[config.mk]
export PLATFORM = sky130hd
export DESIGN_NAME = pipeline_ctrl
export DESIGN_NICKNAME = d
export VERILOG_FILES = /design/src/rtl/pipe_ctrl_pkg.sv /design/src/rtl/pipeline_ctrl_sat_counter.sv /design/src/rtl/pipeline_ctrl.sv
export SDC_FILE = /design/constraint.sdc
export NUM_CORES = 1
export LEC_CHECK = 0
export ABC_AREA = 0
export ABC_CLOCK_PERIOD_IN_PS = 2600
export BUFFER_PORTS_ARGS = -buffer_cell sky130_fd_sc_hd__buf_2
export CORE_ASPECT_RATIO = 0.6
export CORE_MARGIN = 2
export CORE_UTILIZATION = 40
export DETAILED_ROUTE_END_ITERATION = 6
export GPL_TIMING_DRIVEN = 0
export PLACE_DENSITY = 0.61
export SLEW_MARGIN = 0
export SYNTH_ARGS = -nofsm -noshare
export SYNTH_HDL_FRONTEND = slang
export SYNTH_SLANG_ARGS = --single-unit
export TNS_END_PERCENT = 100
[constraint.sdc]
create_clock -name clk -period 2.6 [get_ports clk]
set_clock_uncertainty 0.2 [all_clocks]
set_input_delay 0 -clock clk [delete_from_list [all_inputs] [get_ports clk]]
set_output_delay 0 -clock clk [all_outputs]
set_load 0.01 [all_outputs]
[src/rtl/pipe_ctrl_pkg.sv]
// Shared types and defaults for the pipeline stall/flush sequencer.
// The control word groups every per-stage control so a single NOP value can clear them all.
package pipe_ctrl_pkg;

  typedef enum logic [1:0] {
    INIT     = 2'd0,
    RUN      = 2'd1,
    MEM_WAIT = 2'd2
  } state_t;

  typedef struct packed {
    logic freeze_if;
    logic bubble_id_exe;
    logic flush_if_id;
    logic flush_id_exe;
    logic freeze_all;
    logic mem_start;
  } ctrl_t;

  localparam ctrl_t CTRL_NOP = '0;

  localparam int DEF_RESET_HOLD  = 4;
  localparam int DEF_MEM_TIMEOUT = 255;
  localparam int DEF_CNT_W       = 16;

endpackage

[src/rtl/pipeline_ctrl_sat_counter.sv]
// Saturating up-counter with synchronous clear; clear wins over increment.
module sat_counter #(
  parameter int W = 16
) (
  input  logic         clk,
  input  logic         rst,
  input  logic         inc,
  input  logic         clr,
  output logic [W-1:0] count
);

  always_ff @(posedge clk) begin
    if (rst || clr) begin
      count <= '0;
    end else if (inc && (count != '1)) begin
      count <= count + W'(1);
    end
  end

endmodule

[src/rtl/pipeline_ctrl.sv]
// Stall/flush sequencer for the 5-stage pipeline: memory wait > branch flush > hazard bubble.
//
//   state    | meaning
//   ---------+--------------------------------------------------------------
//   INIT     | pipeline held flushed for RESET_HOLD cycles after reset
//   RUN      | normal issue; memory, branch, hazard resolved by priority
//   MEM_WAIT | multi-cycle data access outstanding, everything frozen
module pipeline_ctrl
  import pipe_ctrl_pkg::*;
#(
  parameter int RESET_HOLD  = DEF_RESET_HOLD,
  parameter int MEM_TIMEOUT = DEF_MEM_TIMEOUT,
  parameter int CNT_W       = DEF_CNT_W
) (
  input  logic             clk,
  input  logic             rst,
  input  logic             hazard,
  input  logic             branch_taken,
  input  logic             mem_access,
  input  logic             mem_ready,
  input  logic             cnt_clr,
  output logic             freeze_if,
  output logic             bubble_id_exe,
  output logic             flush_if_id,
  output logic             flush_id_exe,
  output logic             freeze_all,
  output logic             mem_start,
  output logic             mem_error,
  output logic [CNT_W-1:0] stall_cnt,
  output logic [CNT_W-1:0] flush_cnt,
  output logic [CNT_W-1:0] bubble_cnt
);

  localparam int HOLD_W = (RESET_HOLD > 1) ? $clog2(RESET_HOLD) : 1;
  localparam int WAIT_W = $clog2(MEM_TIMEOUT + 1);

  state_t            state, state_nxt;
  logic [HOLD_W-1:0] hold_cnt, hold_nxt;
  logic [WAIT_W-1:0] wait_cnt, wait_nxt;
  logic              err_set;
  logic              frozen;
  ctrl_t             ctrl;

  always_ff @(posedge clk) begin
    if (rst) begin
      state     <= INIT;
      hold_cnt  <= '0;
      wait_cnt  <= '0;
      mem_error <= 1'b0;
    end else begin
      state    <= state_nxt;
      hold_cnt <= hold_nxt;
      wait_cnt <= wait_nxt;
      if (err_set) begin
        mem_error <= 1'b1;
      end
    end
  end

  always_comb begin
    ctrl      = CTRL_NOP;
    state_nxt = state;
    hold_nxt  = hold_cnt;
    wait_nxt  = wait_cnt;
    err_set   = 1'b0;
    frozen    = 1'b0;

    case (state)
      INIT: begin
        ctrl.freeze_if    = 1'b1;
        ctrl.flush_if_id  = 1'b1;
        ctrl.flush_id_exe = 1'b1;
        if (hold_cnt == HOLD_W'(RESET_HOLD - 1)) begin
          state_nxt = RUN;
          hold_nxt  = '0;
        end else begin
          hold_nxt = hold_cnt + HOLD_W'(1);
        end
      end

      RUN: begin
        if (mem_access) begin
          ctrl.mem_start = 1'b1;
          if (!mem_ready) begin
            frozen    = 1'b1;
            state_nxt = MEM_WAIT;
            wait_nxt  = WAIT_W'(1);
          end
        end
        ctrl.freeze_all = frozen;
        // the branch discards the ID instruction, so its hazard is moot
        if (!frozen) begin
          if (branch_taken) begin
            ctrl.flush_if_id  = 1'b1;
            ctrl.flush_id_exe = 1'b1;
          end else if (hazard) begin
            ctrl.freeze_if     = 1'b1;
            ctrl.bubble_id_exe = 1'b1;
          end
        end
      end

      MEM_WAIT: begin
        if (mem_ready) begin
          state_nxt = RUN;
        end else if (wait_cnt == WAIT_W'(MEM_TIMEOUT)) begin
          // drop the access and release the pipeline
          err_set   = 1'b1;
          state_nxt = RUN;
        end else begin
          ctrl.freeze_all = 1'b1;
          wait_nxt        = wait_cnt + WAIT_W'(1);
        end
      end

      default: begin
        state_nxt = INIT;
      end
    endcase
  end

  assign freeze_if     = ctrl.freeze_if;
  assign bubble_id_exe = ctrl.bubble_id_exe;
  assign flush_if_id   = ctrl.flush_if_id;
  assign flush_id_exe  = ctrl.flush_id_exe;
  assign freeze_all    = ctrl.freeze_all;
  assign mem_start     = ctrl.mem_start;

  logic stall_inc, flush_inc, bubble_inc;

  assign stall_inc  = (state != INIT) && (ctrl.freeze_all || ctrl.freeze_if);
  assign flush_inc  = (state == RUN) && ctrl.flush_if_id;
  assign bubble_inc = ctrl.bubble_id_exe;

  sat_counter #(.W(CNT_W)) u_stall_cnt (
    .clk   (clk),
    .rst   (rst),
    .inc   (stall_inc),
    .clr   (cnt_clr),
    .count (stall_cnt)
  );

  sat_counter #(.W(CNT_W)) u_flush_cnt (
    .clk   (clk),
    .rst   (rst),
    .inc   (flush_inc),
    .clr   (cnt_clr),
    .count (flush_cnt)
  );

  sat_counter #(.W(CNT_W)) u_bubble_cnt (
    .clk   (clk),
    .rst   (rst),
    .inc   (bubble_inc),
    .clr   (cnt_clr),
    .count (bubble_cnt)
  );

endmodule

==> results_dict.tcl <==
set metrics [dict create \
    rsz0062_at_grt "false" \
    grt.overflow.total 0 \
    syn-cell-area_um2 3163 \
    synth_cell_types 49 \
    path_class "reg -> reg" \
    areaGrowthSynthToFinish_pct 25.44 \
    synth_common_cells "dfxtp_1 (61), nor2_1 (45), nand2_1 (27), nand3_1 (26), a21oi_1 (21)" \
    worstMarginPinSlew_ns 1.075 \
    yosysWarnings 0 \
    htree_levels 3 \
    p_comb_share_pct 16.6 \
    synth-seq-cells 61 \
    critPathCapture "u_stall_cnt.count[6]" \
    synth_area_leaders "dfxtp_1 (39%), xnor2_1 (5.5%), nor2_1 (5.3%)" \
    yosysMostFrequentCell "dfxtp_1" \
    num-fill-cells 790 \
    async_flop_share_pct 0 \
    met3_usage_pct 6.406 \
    netlist_instances 384 \
    cp_slowest_stage_delay_ns 0.51 \
    p_switching_mw 0.7147 \
    cts_root_buf "clkbuf_16" \
    post_drt_wl_per_cell_um 14.42 \
    total_power_mw 2.668 \
    fp-row-count 25 \
    path_max_fanout 10 \
    p_sw_share_pct 26.78 \
    status "finished, final reports clean" \
    core-area_um2 7757 \
    clkTransAtPathRegs_ns 0.05 \
    ys_seq_area_share_pct 38.61 \
    max_cap_viol_count 0 \
    cts_buffers 9 \
    cts.sinks 61 \
    hpwl_um 5960 \
    grt_pass1_vias 2696 \
    start_util_pct 40.77 \
    internal_power_mw 1.954 \
    r2r_start "wait_cnt[0]" \
    syn_nets 399 \
    drtIter0Drc 177 \
    use_met1_pct 28.56 \
    io_pins 62 \
    p_leak_nw 1.424 \
    drc 0 \
    dieWidth_um 118.8 \
    reg2reg_to "u_stall_cnt.count[6]" \
    fmax_mhz 420.3 \
    clkLatencyLatePin_ns 0.33 \
    finish.utilization_pct 51.15 \
    gp_congestion 0.8394 \
    synth_area_per_cell_um2 8.237 \
    path_cells "ha_1, and3_1, and2_1, o22a_1, buf_2, or4_1, a21oi_1" \
    antenna_found_initial 0 \
    drt-vias-per-instance 5.359 \
    grt.busiest_layer "met1" \
    gr-usage-all-layers_pct 19.72 \
    slowest_stage "or4_1" \
    ir_worst_vdd_uv 476.7 \
    seq_power_share_pct 37.2 \
    ys_dominant_reg_cell "dfxtp_1" \
    route.vias.total 3060 \
    finalMaxSlewViolations 0 \
    setup_viol 0 \
    crit_arrival_ns 2.44 \
    cts_tree "yes" \
    die-area_um2 8658 \
    clkPwrFrac_pct 46.2 \
    worstPathRequired_ns 2.66 \
    nets 474 \
    power_density_nw_per_um2 672.5 \
    drive_gt1_share_pct 18.57 \
    r2r_cells 7 \
    min-delay-path-class "in -> out" \
    tns_ns 0 \
    cp-start-kind "flop" \
    crit_start "wait_cnt[0]" \
    drt-pass1-iter-count 4 \
    grt_pass1_wl_um 13360 \
    relSlewSlack_pct 27.65 \
    wl_um 8232 \
    cts.path.max_buffers 2 \
    end_kind "flop" \
    yosys.area.top_type "dfxtp_1" \
    synth_edf_count 0 \
    antenna_left 0 \
    fp.dieH_um 72.88 \
    r2r_slack_ns 0.22 \
    final.min_clock_period_ns 2.379 \
    hold_violations 0 \
    placed_cell_area_um2 3603 \
    antennaDiodeCount 0 \
    hold_start "branch_taken" \
    grt_max_degree 11 \
    synth_top_area_share_pct 38.61 \
    use_met2_pct 26.95 \
    whs_ns 0.2143 \
    cts_setup_buffers 0 \
    period_share_pct 91.50 \
    stdcell_area_um2 3968 \
    portBuffers 61 \
]
## power groups by stage
stage / logic, mW / clock network (mW) / registers [mW]
finish: 0.443 / 1.23 / 0.993
global placement: 0.419 / 0 / 1.01
CTS: 0.431 / 1.26 / 0.992
global route: 0.495 / 1.31 / 0.997
detailed placement: 0.425 / 0 / 1.01
floorplan: 0.309 / 0 / 1.01
## through the flow
step / setup WS [ns] / std cells
2_1_floorplan: 0.4139 / 384
3_3_place_gp: 0.1180 / 553
3_5_place_dp: 0.08909 / 553
4_1_cts: 0.06698 / 572
5_1_grt: 0.01807 / 571
6_report: 0.2209 / 571
## routing by layer
layer / up-vias / part of all wire, %
met2: 71 / 38
met1: 1416 / 55
li1: 1565 / -
met5: - / 0
met3: 8 / 5.4
met4: 0 / 1.2
## state kept, by name, indices dropped and copies added (netlist names)
register	flops
hold_cnt	2
mem_error	1
state	2
u_bubble_cnt.count	16
u_flush_cnt.count	16
u_stall_cnt.count	16
wait_cnt	8
## layout by cell type, fill, tap and decap left out, types with 4 or more instances in the layout
cell type,Yosys,final
or4_1,6,6
buf_2,4,65
ha_1,8,8
clkbuf_1,12,11
o211ai_1,5,5
xnor2_1,20,20
nand2_1,27,27
clkbuf_16,0,9
a21oi_1,21,21
xor2_1,10,10
mux2i_1,4,4
nand3_1,26,26
dfxtp_1,61,61
dlygate4sd3_1,0,4
nand4_1,15,15
and4_1,8,8
nor4_1,13,13
inv_1,6,6
and2_1,5,5
o21ai_0,14,14
or3_1,13,13
and3_1,5,5
nor3_1,13,13
nand2b_1,4,4
nor2_1,45,45
## critical path: cells and delay by family, from the launching register on
| family | cells | cell delay (ns) |
|---|---|---|
| buffers and inverters | 1 | 0.18 |
| flip-flops | 1 | 0.35 |
| AND/OR/NAND/NOR | 3 | 0.98 |
| AO/OA/AOI/OAI | 2 | 0.33 |
| adder cells (fa/ha/maj) | 1 | 0.26 |
## kinds of logic (layout without fill, tap and decap cells)
group / count (synthesis) / count (layout) / share of synthesized area [%]
AO/OA/AOI/OAI: 64 / 64 / 12.94
XOR/XNOR: 30 / 30 / 8.307
adder cells (fa/ha/maj): 8 / 8 / 3.165
buffers and inverters: 25 / 104 / 3.362
flip-flops: 61 / 61 / 38.61
multiplexers: 4 / 4 / 1.266
AND/OR/NAND/NOR: 192 / 192 / 32.36
## how the worst min path moves through the flow
stage	end	slack, ns	cells after the start
floorplan	freeze_all	-0.15	1
global placement	u_stall_cnt.count[14]	0.11	3
detailed placement	u_stall_cnt.count[14]	0.11	3
CTS	flush_id_exe	0.21	4
global route	flush_id_exe	0.24	4
finish	flush_id_exe	0.21	4
## final cells by class
cell class	count	area [um2]	share of cell area (%)
Clock buffer	12	266.5	6.717
Sequential cell	61	1221	30.78
Buffer	18	80.08	2.018
Multi-Input combinational cell	298	1853	46.70
Clock inverter	3	43.79	1.104
Inverter	6	22.52	0.5676
Tap cell	108	135.1	3.406
Timing Repair Buffer	65	345.3	8.704
## timing repair
action / 4_1_cts / 5_1_grt
setup endpoints to repair: 0 / 11
endpoints found under the hold margin: 13 / 0
hold buffers: 4 / 0
gates resized for setup: 0 / 2
(Power assumes the default switching activity.)
